`config.mk`:
```
export PLATFORM = sky130hd
export DESIGN_NAME = cpu_run_ctrl_flat
export DESIGN_NICKNAME = d
export VERILOG_FILES = /design/src/rtl/cpu_run_ctrl_pkg.sv /design/src/rtl/cpu_run_ctrl_if.sv /design/src/rtl/cpu_run_ctrl_data_mem_mux.sv /design/src/rtl/cpu_run_ctrl.sv /design/src/flat_wrapper.sv
export SDC_FILE = /design/constraint.sdc
export NUM_CORES = 1
export LEC_CHECK = 0
export BUFFER_PORTS_ARGS = -buffer_cell sky130_fd_sc_hd__buf_4
export CORE_MARGIN = 8
export CORE_UTILIZATION = 50
export CTS_BUF_LIST = sky130_fd_sc_hd__clkbuf_2 sky130_fd_sc_hd__clkbuf_4 sky130_fd_sc_hd__clkbuf_8
export DETAILED_ROUTE_END_ITERATION = 8
export HOLD_SLACK_MARGIN = 0.08
export PLACE_DENSITY = 0.79
export SLEW_MARGIN = 20
export SYNTH_ARGS = -nofsm -noshare
export SYNTH_HDL_FRONTEND = slang
export SYNTH_HIERARCHICAL = 1
export SYNTH_SLANG_ARGS = --single-unit
```
`constraint.sdc`:
```
create_clock -name clk -period 4.6 [get_ports clk]
set_input_delay 0.46 -clock clk [delete_from_list [all_inputs] [get_ports clk]]
set_output_delay 0.46 -clock clk [all_outputs]
set_load 0.02 [all_outputs]
```
`src/rtl/cpu_run_ctrl_pkg.sv`:
```
// Shared types and constants for the CPU run sequencer / data-memory arbiter.
package cpu_run_ctrl_pkg;

    localparam int MEM_W = 8;

    typedef enum logic [2:0] {
        ST_IDLE,
        ST_PRESET,
        ST_RUN,
        ST_DONE,
        ST_TIMEOUT
    } run_state_e;

    // States in which the host owns the data-memory port and may start a run.
    function automatic logic is_host_state(input run_state_e s);
        return (s == ST_IDLE) || (s == ST_DONE) || (s == ST_TIMEOUT);
    endfunction

endpackage

```
`src/rtl/cpu_run_ctrl_if.sv`:
```
// Host load/unload port: request/ack handshake onto the shared data memory.
interface cpu_run_ctrl_if;
    import cpu_run_ctrl_pkg::*;

    logic             host_mem_req;
    logic             host_mem_we;
    logic [MEM_W-1:0] host_mem_addr;
    logic [MEM_W-1:0] host_mem_wdata;
    logic [MEM_W-1:0] host_mem_rdata;
    logic             host_mem_ack;

    modport master (
        output host_mem_req, host_mem_we, host_mem_addr, host_mem_wdata,
        input  host_mem_rdata, host_mem_ack
    );

    modport slave (
        input  host_mem_req, host_mem_we, host_mem_addr, host_mem_wdata,
        output host_mem_rdata, host_mem_ack
    );

endinterface

```
`src/rtl/cpu_run_ctrl_data_mem_mux.sv`:
```
// Combinational owner select for the single data-memory port: core during RUN,
// host only in a cycle where an access is accepted, otherwise everything idle.
module data_mem_mux
    import cpu_run_ctrl_pkg::*;
(
    input  logic             is_run,
    input  logic             accept,
    input  logic             host_we,
    input  logic [MEM_W-1:0] host_addr,
    input  logic [MEM_W-1:0] host_wdata,
    input  logic [MEM_W-1:0] cpu_addr,
    input  logic             cpu_read,
    input  logic             cpu_write,
    input  logic [MEM_W-1:0] cpu_wdata,
    output logic [MEM_W-1:0] mem_addr,
    output logic             mem_read,
    output logic             mem_write,
    output logic [MEM_W-1:0] mem_wdata
);

    // Route the core or an accepted host access onto the memory port.
    always_comb begin
        // NOTE: every output gets a default first so no path leaves it unassigned (no latch).
        mem_addr  = '0;
        mem_read  = 1'b0;
        mem_write = 1'b0;
        mem_wdata = '0;
        if (is_run) begin
            mem_addr  = cpu_addr;
            mem_read  = cpu_read;
            mem_write = cpu_write;
            mem_wdata = cpu_wdata;
        end else if (accept) begin
            mem_addr  = host_addr;
            mem_read  = !host_we;
            mem_write = host_we;
            mem_wdata = host_wdata;
        end
    end

endmodule

```
`src/rtl/cpu_run_ctrl.sv`:
```
// Run sequencer: holds the core in reset, releases it for a run, counts run
// cycles, stops on halt or timeout, and arbitrates data memory with the host.
module cpu_run_ctrl
    import cpu_run_ctrl_pkg::*;
#(
    parameter int                RESET_CYCLES = 2,
    parameter int                CW           = 32,
    parameter longint unsigned   TIMEOUT      = 1_000_000
) (
    input  logic                 clk,
    input  logic                 reset,
    input  logic                 host_go,
    cpu_run_ctrl_if.slave        host,
    output logic                 cpu_start,
    input  logic                 cpu_halt,
    input  logic [MEM_W-1:0]     cpu_mem_addr,
    input  logic                 cpu_mem_read,
    input  logic                 cpu_mem_write,
    input  logic [MEM_W-1:0]     cpu_mem_wdata,
    output logic [MEM_W-1:0]     mem_addr,
    output logic                 mem_read,
    output logic                 mem_write,
    output logic [MEM_W-1:0]     mem_wdata,
    input  logic [MEM_W-1:0]     mem_rdata,
    output logic                 busy,
    output logic                 done,
    output logic                 timeout,
    output logic [CW-1:0]        cycle_count
);

    localparam int            PW          = $clog2(RESET_CYCLES + 1);
    localparam logic [PW-1:0] PRESET_LAST = PW'(RESET_CYCLES - 1);
    localparam logic [CW-1:0] TIMEOUT_CNT = CW'(TIMEOUT);

    run_state_e    state, state_nx;
    logic [PW-1:0] preset_cnt;
    logic [CW-1:0] count_inc;
    logic          accept;
    logic          start_run;

    assign count_inc = cycle_count + CW'(1);

    // State register.
    always_ff @(posedge clk) begin
        // NOTE: sequential state uses non-blocking assignment so all flops update together.
        if (reset) state <= ST_IDLE;
        else       state <= state_nx;
    end

    // Next-state decode and host access acceptance.
    always_comb begin
        state_nx  = state;
        accept    = 1'b0;
        start_run = 1'b0;
        unique case (state)
            ST_IDLE, ST_DONE, ST_TIMEOUT: begin
                // go wins over a same-cycle request; the request stays pending.
                if (host_go && !host.host_mem_ack) begin
                    state_nx  = ST_PRESET;
                    start_run = 1'b1;
                end else if (host.host_mem_req && !host.host_mem_ack) begin
                    accept = 1'b1;
                end
            end
            ST_PRESET: if (preset_cnt == PRESET_LAST) state_nx = ST_RUN;
            ST_RUN: begin
                // halt has priority over a timeout in the same cycle
                if (cpu_halt)                      state_nx = ST_DONE;
                else if (count_inc == TIMEOUT_CNT) state_nx = ST_TIMEOUT;
            end
            default: state_nx = ST_IDLE;
        endcase
    end

    // Counters, host ack pulse and captured read data.
    always_ff @(posedge clk) begin
        if (reset) begin
            cycle_count         <= '0;
            preset_cnt          <= '0;
            host.host_mem_ack   <= 1'b0;
            host.host_mem_rdata <= '0;
        end else begin
            host.host_mem_ack <= accept;
            if (accept && !host.host_mem_we) host.host_mem_rdata <= mem_rdata;
            if (start_run) begin
                cycle_count <= '0;
                preset_cnt  <= '0;
            end else if (state == ST_PRESET) begin
                preset_cnt <= preset_cnt + PW'(1);
            end else if (state == ST_RUN && !cpu_halt) begin
                cycle_count <= count_inc;
            end
        end
    end

    // Status and core reset decoded from registered state only.
    assign cpu_start = (state != ST_RUN);
    assign busy      = (state == ST_PRESET) || (state == ST_RUN);
    assign done      = (state == ST_DONE);
    assign timeout   = (state == ST_TIMEOUT);

    data_mem_mux u_mux (
        .is_run     (state == ST_RUN),
        .accept     (accept),
        .host_we    (host.host_mem_we),
        .host_addr  (host.host_mem_addr),
        .host_wdata (host.host_mem_wdata),
        .cpu_addr   (cpu_mem_addr),
        .cpu_read   (cpu_mem_read),
        .cpu_write  (cpu_mem_write),
        .cpu_wdata  (cpu_mem_wdata),
        .mem_addr   (mem_addr),
        .mem_read   (mem_read),
        .mem_write  (mem_write),
        .mem_wdata  (mem_wdata)
    );

endmodule

```
`src/flat_wrapper.sv`:
```
// flat-port wrapper written by rule: the top's interface ports become plain ports
module cpu_run_ctrl_flat import cpu_run_ctrl_pkg::*;
#(
    parameter int                RESET_CYCLES = 2,
    parameter int                CW           = 32,
    parameter longint unsigned   TIMEOUT      = 1_000_000
)
  (clk, reset, host_go, cpu_start, cpu_halt, cpu_mem_addr, cpu_mem_read, cpu_mem_write, cpu_mem_wdata, mem_addr, mem_read, mem_write, mem_wdata, mem_rdata, busy, done, timeout, cycle_count, host_host_mem_req, host_host_mem_we, host_host_mem_addr, host_host_mem_wdata, host_host_mem_rdata, host_host_mem_ack);
  cpu_run_ctrl_if host_i ();
  input  logic clk;
  input  logic reset;
  input  logic host_go;
  output logic cpu_start;
  input  logic cpu_halt;
  input  logic [MEM_W-1:0] cpu_mem_addr;
  input  logic cpu_mem_read;
  input  logic cpu_mem_write;
  input  logic [MEM_W-1:0] cpu_mem_wdata;
  output logic [MEM_W-1:0] mem_addr;
  output logic mem_read;
  output logic mem_write;
  output logic [MEM_W-1:0] mem_wdata;
  input  logic [MEM_W-1:0] mem_rdata;
  output logic busy;
  output logic done;
  output logic timeout;
  output logic [CW-1:0] cycle_count;
  input wire logic [$bits(host_i.host_mem_req)-1:0] host_host_mem_req;
  input wire logic [$bits(host_i.host_mem_we)-1:0] host_host_mem_we;
  input wire logic [$bits(host_i.host_mem_addr)-1:0] host_host_mem_addr;
  input wire logic [$bits(host_i.host_mem_wdata)-1:0] host_host_mem_wdata;
  output wire logic [$bits(host_i.host_mem_rdata)-1:0] host_host_mem_rdata;
  output wire logic [$bits(host_i.host_mem_ack)-1:0] host_host_mem_ack;
  assign host_i.host_mem_req = host_host_mem_req;
  assign host_i.host_mem_we = host_host_mem_we;
  assign host_i.host_mem_addr = host_host_mem_addr;
  assign host_i.host_mem_wdata = host_host_mem_wdata;
  assign host_host_mem_rdata = host_i.host_mem_rdata;
  assign host_host_mem_ack = host_i.host_mem_ack;
  cpu_run_ctrl #(.RESET_CYCLES(RESET_CYCLES), .CW(CW), .TIMEOUT(TIMEOUT)) u_core (.clk(clk), .reset(reset), .host_go(host_go), .host(host_i), .cpu_start(cpu_start), .cpu_halt(cpu_halt), .cpu_mem_addr(cpu_mem_addr), .cpu_mem_read(cpu_mem_read), .cpu_mem_write(cpu_mem_write), .cpu_mem_wdata(cpu_mem_wdata), .mem_addr(mem_addr), .mem_read(mem_read), .mem_write(mem_write), .mem_wdata(mem_wdata), .mem_rdata(mem_rdata), .busy(busy), .done(done), .timeout(timeout), .cycle_count(cycle_count));
endmodule
```
==> results of run 1 <==
## kinds of logic (layout without fill, tap and decap cells)
group / Yosys count / count (layout) / synth area share
fa+ha+maj: 3 / 3 / 0.0131
simple gates: 178 / 178 / 0.347
mux: 11 / 11 / 0.0388
flops: 46 / 46 / 0.321
compound gates: 45 / 45 / 0.109
xor+xnor: 40 / 40 / 0.122
buf+inv: 28 / 126 / 0.0492
## power breakdown
group	switching (mW)	total [mW]	internal, mW
registers	0.0132	0.423	0.409
logic	0.122	0.228	0.106
clock network	0.151	0.261	0.110
## sequential cells by signal, summed over array words and instances, names as in the netlist
register and flops:
u_core/cycle_count 32, u_core/host.host_mem_ack 1, u_core/host.host_mem_rdata 8, u_core/preset_cnt 2, u_core/state 3
## layer usage
layer	wire [um]	share of wire
met5	0	0
met4	114	0.014
met3	521	0.062
met2	3840	0.46
met1	3890	0.46
## worst min-delay path, stage by stage
cell and delay [ns]:
buf_4 0.08, mux2i_1 0.05, nor2_1 0.07
## per-stage QoR
stage | area (um2) | utilization | hold WS (ns) | instances
floorplan | 2870 | - | 0.478 | 351
global placement | 3690 | 0.666 | 0.475 | 513
detailed placement | 3690 | 0.666 | 0.484 | 513
CTS | 3780 | 0.682 | 0.381 | 521
global route | 3780 | 0.682 | 0.377 | 521
finish | 3780 | 0.682 | 0.387 | 521
## worst paths after layout
path / cells past startpoint / end / startpoint / slack (ns)
worst max-delay path: 7 / mem_wdata[4] / u_core/state[1] / 1.57
worst min-delay path: 3 / u_core/host.host_mem_rdata[5] / mem_rdata[5] / 0.39
worst max register to register: 7 / u_core/cycle_count[27] / u_core/state[1] / 2.09
worst min register to register: 2 / u_core/preset_cnt[1] / u_core/preset_cnt[1] / 0.50
## cells in the final DEF, fill, tap and decap left out, drive strengths merged, types with 10 or more instances in the layout
cell type    n
nor2        68
mux2i       10
a22o        16
nand4       20
nand2       29
xor2        21
nand3       14
dfxtp       46
o21ai       14
xnor2       19
buf        112
## layout make-up
class / count / area share
flip-flops and latches: 46 / 0.244
clock buffers: 5 / 0.0182
multi-input cells: 277 / 0.479
well taps: 72 / 0.0238
inverters: 6 / 0.00596
clock inverters: 3 / 0.00662
repair buffers: 112 / 0.222
==> results.txt, run 1 <==
- Outcome: finished, final reports clean
- Fmax: 330 MHz
* Met1 track demand over resource in global routing: 0.231
- Bufs on Longest Clock Path: 2
- Counting both buffers and inverters, the worst setup path holds a total of 2.
* Setup WS pre-CTS: 1.94 ns
* Tcrit/Tclk final: 0.658
* Antenna fix cells: 0
- Dividing the detail-routed via count by the number of cells gives 5.50.
- Starting Density: 0.518
* Clock net sink count: 46
- Post-CTS Setup Repair Bufs: 0
- Top-count cell post-synth: nor2_1
- The slowest stage of the critical path belongs to the cell or4b_4.
- Initial drt markers: 138
- Post-synth ARST share: 0
- Area of all sequential standard cells: 921 um2
- Post-layout total power: 912 uW
- The worst setup path is of the reg2out kind.
- The final layout contains 499 nets.
- Fraction of layout cells with a size suffix above 1: 0.314
- In this run the worst hold path is classified as in2reg.
* Average instance area after synthesis: 8.18 um2
- The region available for standard cell placement spans 5540 um2.
- The die is 91.8 um wide.
* Total routing usage reported by global routing: 0.191
* Iteration count of the initial detailed-routing pass: 4
- The number of global-route vias before repair was 2,755.
* Total of endpoints with negative setup slack in the final report: 0
* Top-level port count: 111
- Yosys mapped the design onto 60 distinct sky130hd cell types.
* Required time of the critical path: 4.14 ns
- Cell type with the highest aggregate area in the netlist: dfxtp_1
- In this run, post-CTS repair resized a total of 0 instances.
- The mapped netlist covers 2870 um2.
* Count of filler cells inserted in the layout: 500
- Avg WL per Cell: 16.0 um
* Post-route setup slack: 1.57 ns
* Hold violation count in the final report: 0
- Gr ovfl total: 0
- Across the run, the number of max-cap violations was 0.
* Total die area: 8420 um2
- Relative to the synthesized area, the layout overhead comes to 31.7%.
- Worst-margin pin slew: 0.487 ns
- For this design, the CTS-stage hold fixing added 0 buffers.
- The number of max-slew violations in the final report was 0.
- Warnings from Yosys: 6
- By area the synthesized netlist is led by dfxtp_1, nor2_1, xor2_1, xnor2_1, a22o_1.
* Cell count after synthesis: 351
* Final HPWL DP: 6420 um
* Clock tree from TritonCTS: yes
- In the routed design, unresolved DRC markers number 0.
- In this run the number of H-tree levels came out at 2.
- Power density over cell area: 241 nW/um2
- The worst setup path is captured at an output pin.
- Multi-input logic area: 1810 um2
* Proportion of netlist area held by the largest area contributor: 0.321
* Initial antenna violation count: 0
- Setup repair after global routing left no endpoint under its margin.
* Skew-Pair Late Insertion Delay: 0.31 ns
- Along the worst path, the maximum fanout reaches 16.
- Remaining antenna violation count: 0
- For met3 alone, demand over resource in global routing was 0.0481.
* Sum of negative setup slack: 0 ns
- In this run the core area contains 27 standard-cell rows.
- Dominant delay contributor by cell family on the critical path: simple AND/OR/NAND/NOR gates
* Data arrival, critical path: 2.57 ns
- Summed over all layers, the routed wires come to 8360 um.
- For this run, global-route usage on met2 was measured as 0.325.
- Highest-utilization routing layer at the global route stage: met2
- Summed over all cells, the static leakage comes to 1.60 nW.
- Cells along the critical path: and3b_1, nor2_1, or4b_4, inv_1, nor2b_4, a22o_1, buf_4
* Synthesized flop and latch total: 46
- Min Clock Period, post-route: 3.03 ns
- Synth Net Count: 402
- Slew HR: 0.673
- Inserted Clock Buffers: 5
* Dominant register cell in the synthesized netlist: dfxtp_1
- The largest single stage delay on the critical path is 0.54 ns.
* Worst voltage drop across the vdd grid: 0.166 mV
- Detailed routing inserted a total of 2,867 vias.
- At the end of routability-driven placement, the weighted congestion stood at 0.898.
- In the synthesized netlist, the cells that appear most often are nor2_1, dfxtp_1, nand2_1, xor2_1.
- Post-synth EDFFs: 0
* Portion of the post-synthesis area used by sequential elements: 0.321
- The first global-routing pass estimated 13,600 um of wire.
- Clock-pin slew of the registers on the worst-case setup and hold paths: 0.09 ns
* Height of the die: 91.8 um
- The cell sitting at the root of the clock tree is a clkbuf_8.
- STA classifies the critical path startpoint as a register.
* Count of port buffers added during placement: 110
- On the final layout, the worst clock skew is 0.00619 ns.
- Entering global routing, the biggest net connects 35 pins.
No activity file was read; power rests on OpenSTA's default activity.
==> inputs of run 2 (changes only) <==
CORE_UTILIZATION = 46   (was 50)
PLACE_DENSITY = 0.76   (was 0.79)
clock period = 2.5 ns   (was 4.6 ns; I/O delays follow)
==> results.txt, run 2 (synthesized netlist as in run 1, its figures left out) <==
- Buffers inserted during clock tree synthesis total 5.
* Top-level port count: 111
- Clock tree from TritonCTS: yes
- The first TritonRoute pass finished after 4 iterations.
- Most frequent cells in the layout: buf_4, nor2_1, dfxtp_1, nand2_1, xor2_1
* Antenna fix cells: 0
- In the final layout, the registers with the most flip-flops are u_core/cycle_count: 32 flops, u_core/host.host_mem_rdata: 8 flops, u_core/state: 3 flops.
- Fmax: 408 MHz
* Total Routed Length: 8940 um
* Total count of max-transition violations in the final report: 0
* Power density over cell area: 432 nW/um2
- At the end of the flow, the number of nets in the layout was 517.
- Required time of the critical path: 2.25 ns
- The smallest clock period supported by the final layout is computed as 2.45 ns.
- Setup violations remaining at the end of the flow were counted as 0.
- Final setup skew: 0.0153 ns
- Initial drt markers: 135
- Setup repair after global routing could not meet its margin everywhere.
* Leakage power figure: 1.70 nW
* Fraction of layout cells with a size suffix above 1: 0.353
* Clock net sink count: 46
- Across the VDD grid, the largest voltage drop is 0.282 mV.
- Initial antenna violation count: 0
- H-tree depth reported by CTS: 2
* Crit. Startpoint: u_core/state[0]
- The die is 95.0 um wide.
- Largest net degree at the start of global routing: 35
- Cell area after placement: 3800 um2
- Startpoint of the worst-slack reg-to-reg timing path: u_core/cycle_count[0]
* Classification of the worst setup path: reg2out
* CP max stage cell: or4b_4
* Type of the worst min-delay path: in2reg
- Global-route wire length before repair: 13,400 um
- Post-cts hold buffer count: 0
* Post-layout utilization of the core: 0.664
* Remaining antenna violation count: 0
- On the worst path, the slowest cell contributes a delay of 0.55 ns.
- CTS Root Cell: clkbuf_8
* Post-route setup slack: 0.0472 ns
- Most flops, register: u_core/cycle_count
* Height of the die: 95.0 um
- After filler insertion, the fill cell instance count of the layout stands at 499.
- Before CTS, the worst setup slack after placement is 0.176 ns.
- Global routing finished with a remaining overflow of 0.
* Launching element type of the critical path: register
- Clock-pin slew of the registers on the worst-case setup and hold paths: 0.10 ns
* Number of max-cap violations: 0
- Hold violation count in the final report: 0
- The flow ran to the end, and the final reports show no timing, DRC or antenna violations.
- The worst pin sits at a relative slew slack of 0.621.
- Post-detailed-route DRC marker count: 0
- The number of global-route vias before repair is 2,698.
* Final HPWL DP: 6850 um
* Layout overhead on the synthesized area: 38.5%
* Bufs on Longest Clock Path: 2
* Cells along the critical path: and3b_2, nor2_2, or4b_4, inv_4, nor2b_4, buf_6, a22o_1, buf_6
- Setup total negative slack on the finished layout was measured at 0 ns.
- In the global route stage, overall resource usage came out at 0.182.
* Tcrit/Tclk final: 0.981
- The startpoint identified for the worst hold timing path is mem_rdata[1].
- Data on the critical path arrives at its endpoint at 2.20 ns.
- In the final routed layout, each cell accounts on average for 16.5 um.
- Starting Density: 0.479
- Count of port buffers added during placement: 110
- Worst-margin pin slew: 0.564 ns
- The congestion estimate from routability-driven global placement came to 0.865.
- For this block, the via count after detailed routing is 3,014.
* # rows: 28
- Summing all non-filler instances in the final layout gives an area of 3980 um2.
- Along the worst path, the maximum fanout reaches 10.
- The library cell used most frequently in the layout, excluding fill and tap cells, is buf_4.
- The clock reaches the later pin of the worst-skew pair after 0.31 ns.
- Capturing element type of the critical path: output pin
- The most numerous cell type found on the critical path is buf_6.
- The core region is 5990 um2.
- The register with the most flip-flops in the layout has 32 of them.
* Detail-routed via count per cell: 5.56
* Total die area: 9030 um2
## run 2: cell count changes in the layout (fill, tap and decap cells not counted), sizes merged
cell,previous run,this run
clkinv,1,2
inv,7,6
buf,112,130
## run 2: timing repair
action                                  in CTS  in global routing
endpoints found under the setup margin      16                 16
setup buffers                                2                  2
gates resized for setup                      2                 18
pin swaps                                    0                  1
cloned                                       0                  0
hold endpoints to repair                     0                  0
## run 2: where the power goes
part	switching, mW	internal, mW	leakage [nW]
sequential	0.0182	0.756	0.372
clock	0.267	0.197	0.0441
combinational	0.247	0.231	1.29
## run 2: layer usage
layer / vias up / wire length [um] / GRT usage
met2: 138 / 4100 / 0.303
met4: 0 / 105 / 0.0442
met5: - / 0 / 0
li1: 1455 / - / -
met1: 1407 / 3940 / 0.228
met3: 14 / 791 / 0.0487
## run 2: worst max-delay path, delay by kind of cell, from the launching register on
kind	cells	cell delay [ns]
buffers and inverters	3	0.36
and+or+nand+nor	4	0.99
DFF	1	0.39
AOI/OAI and AO/OA	1	0.15
## run 2: layout make-up
| class | instances | area, um2 | share of cell area |
|---|---|---|---|
| Multi-Input combinational cell | 277 | 1820 | 0.459 |
| Tap cell | 75 | 93.8 | 0.0236 |
| Clock inverter | 3 | 21.3 | 0.00535 |
| Timing Repair Buffer | 130 | 1020 | 0.256 |
| Clock buffer | 5 | 68.8 | 0.0173 |
| Sequential cell | 46 | 926 | 0.233 |
| Inverter | 6 | 25.0 | 0.00629 |
## run 2: path summary, 6_finish.rpt
kind	endpoint	slack [ns]	cells after the start
max	mem_addr[0]	0.05	8
min	u_core/host.host_mem_rdata[1]	0.18	3
max reg2reg	u_core/cycle_count[30]	0.15	7
min reg2reg	u_core/preset_cnt[1]	0.51	2
## run 2: per-stage QoR
stage / power, mW / instances / hold slack (ns)
2_1_floorplan: 1.05 / 351 / 0.397
3_3_place_gp: 1.22 / 530 / 0.477
3_5_place_dp: 1.23 / 530 / 0.487
4_1_cts: 1.69 / 540 / 0.181
5_1_grt: 1.80 / 542 / 0.169
6_report: 1.72 / 542 / 0.182
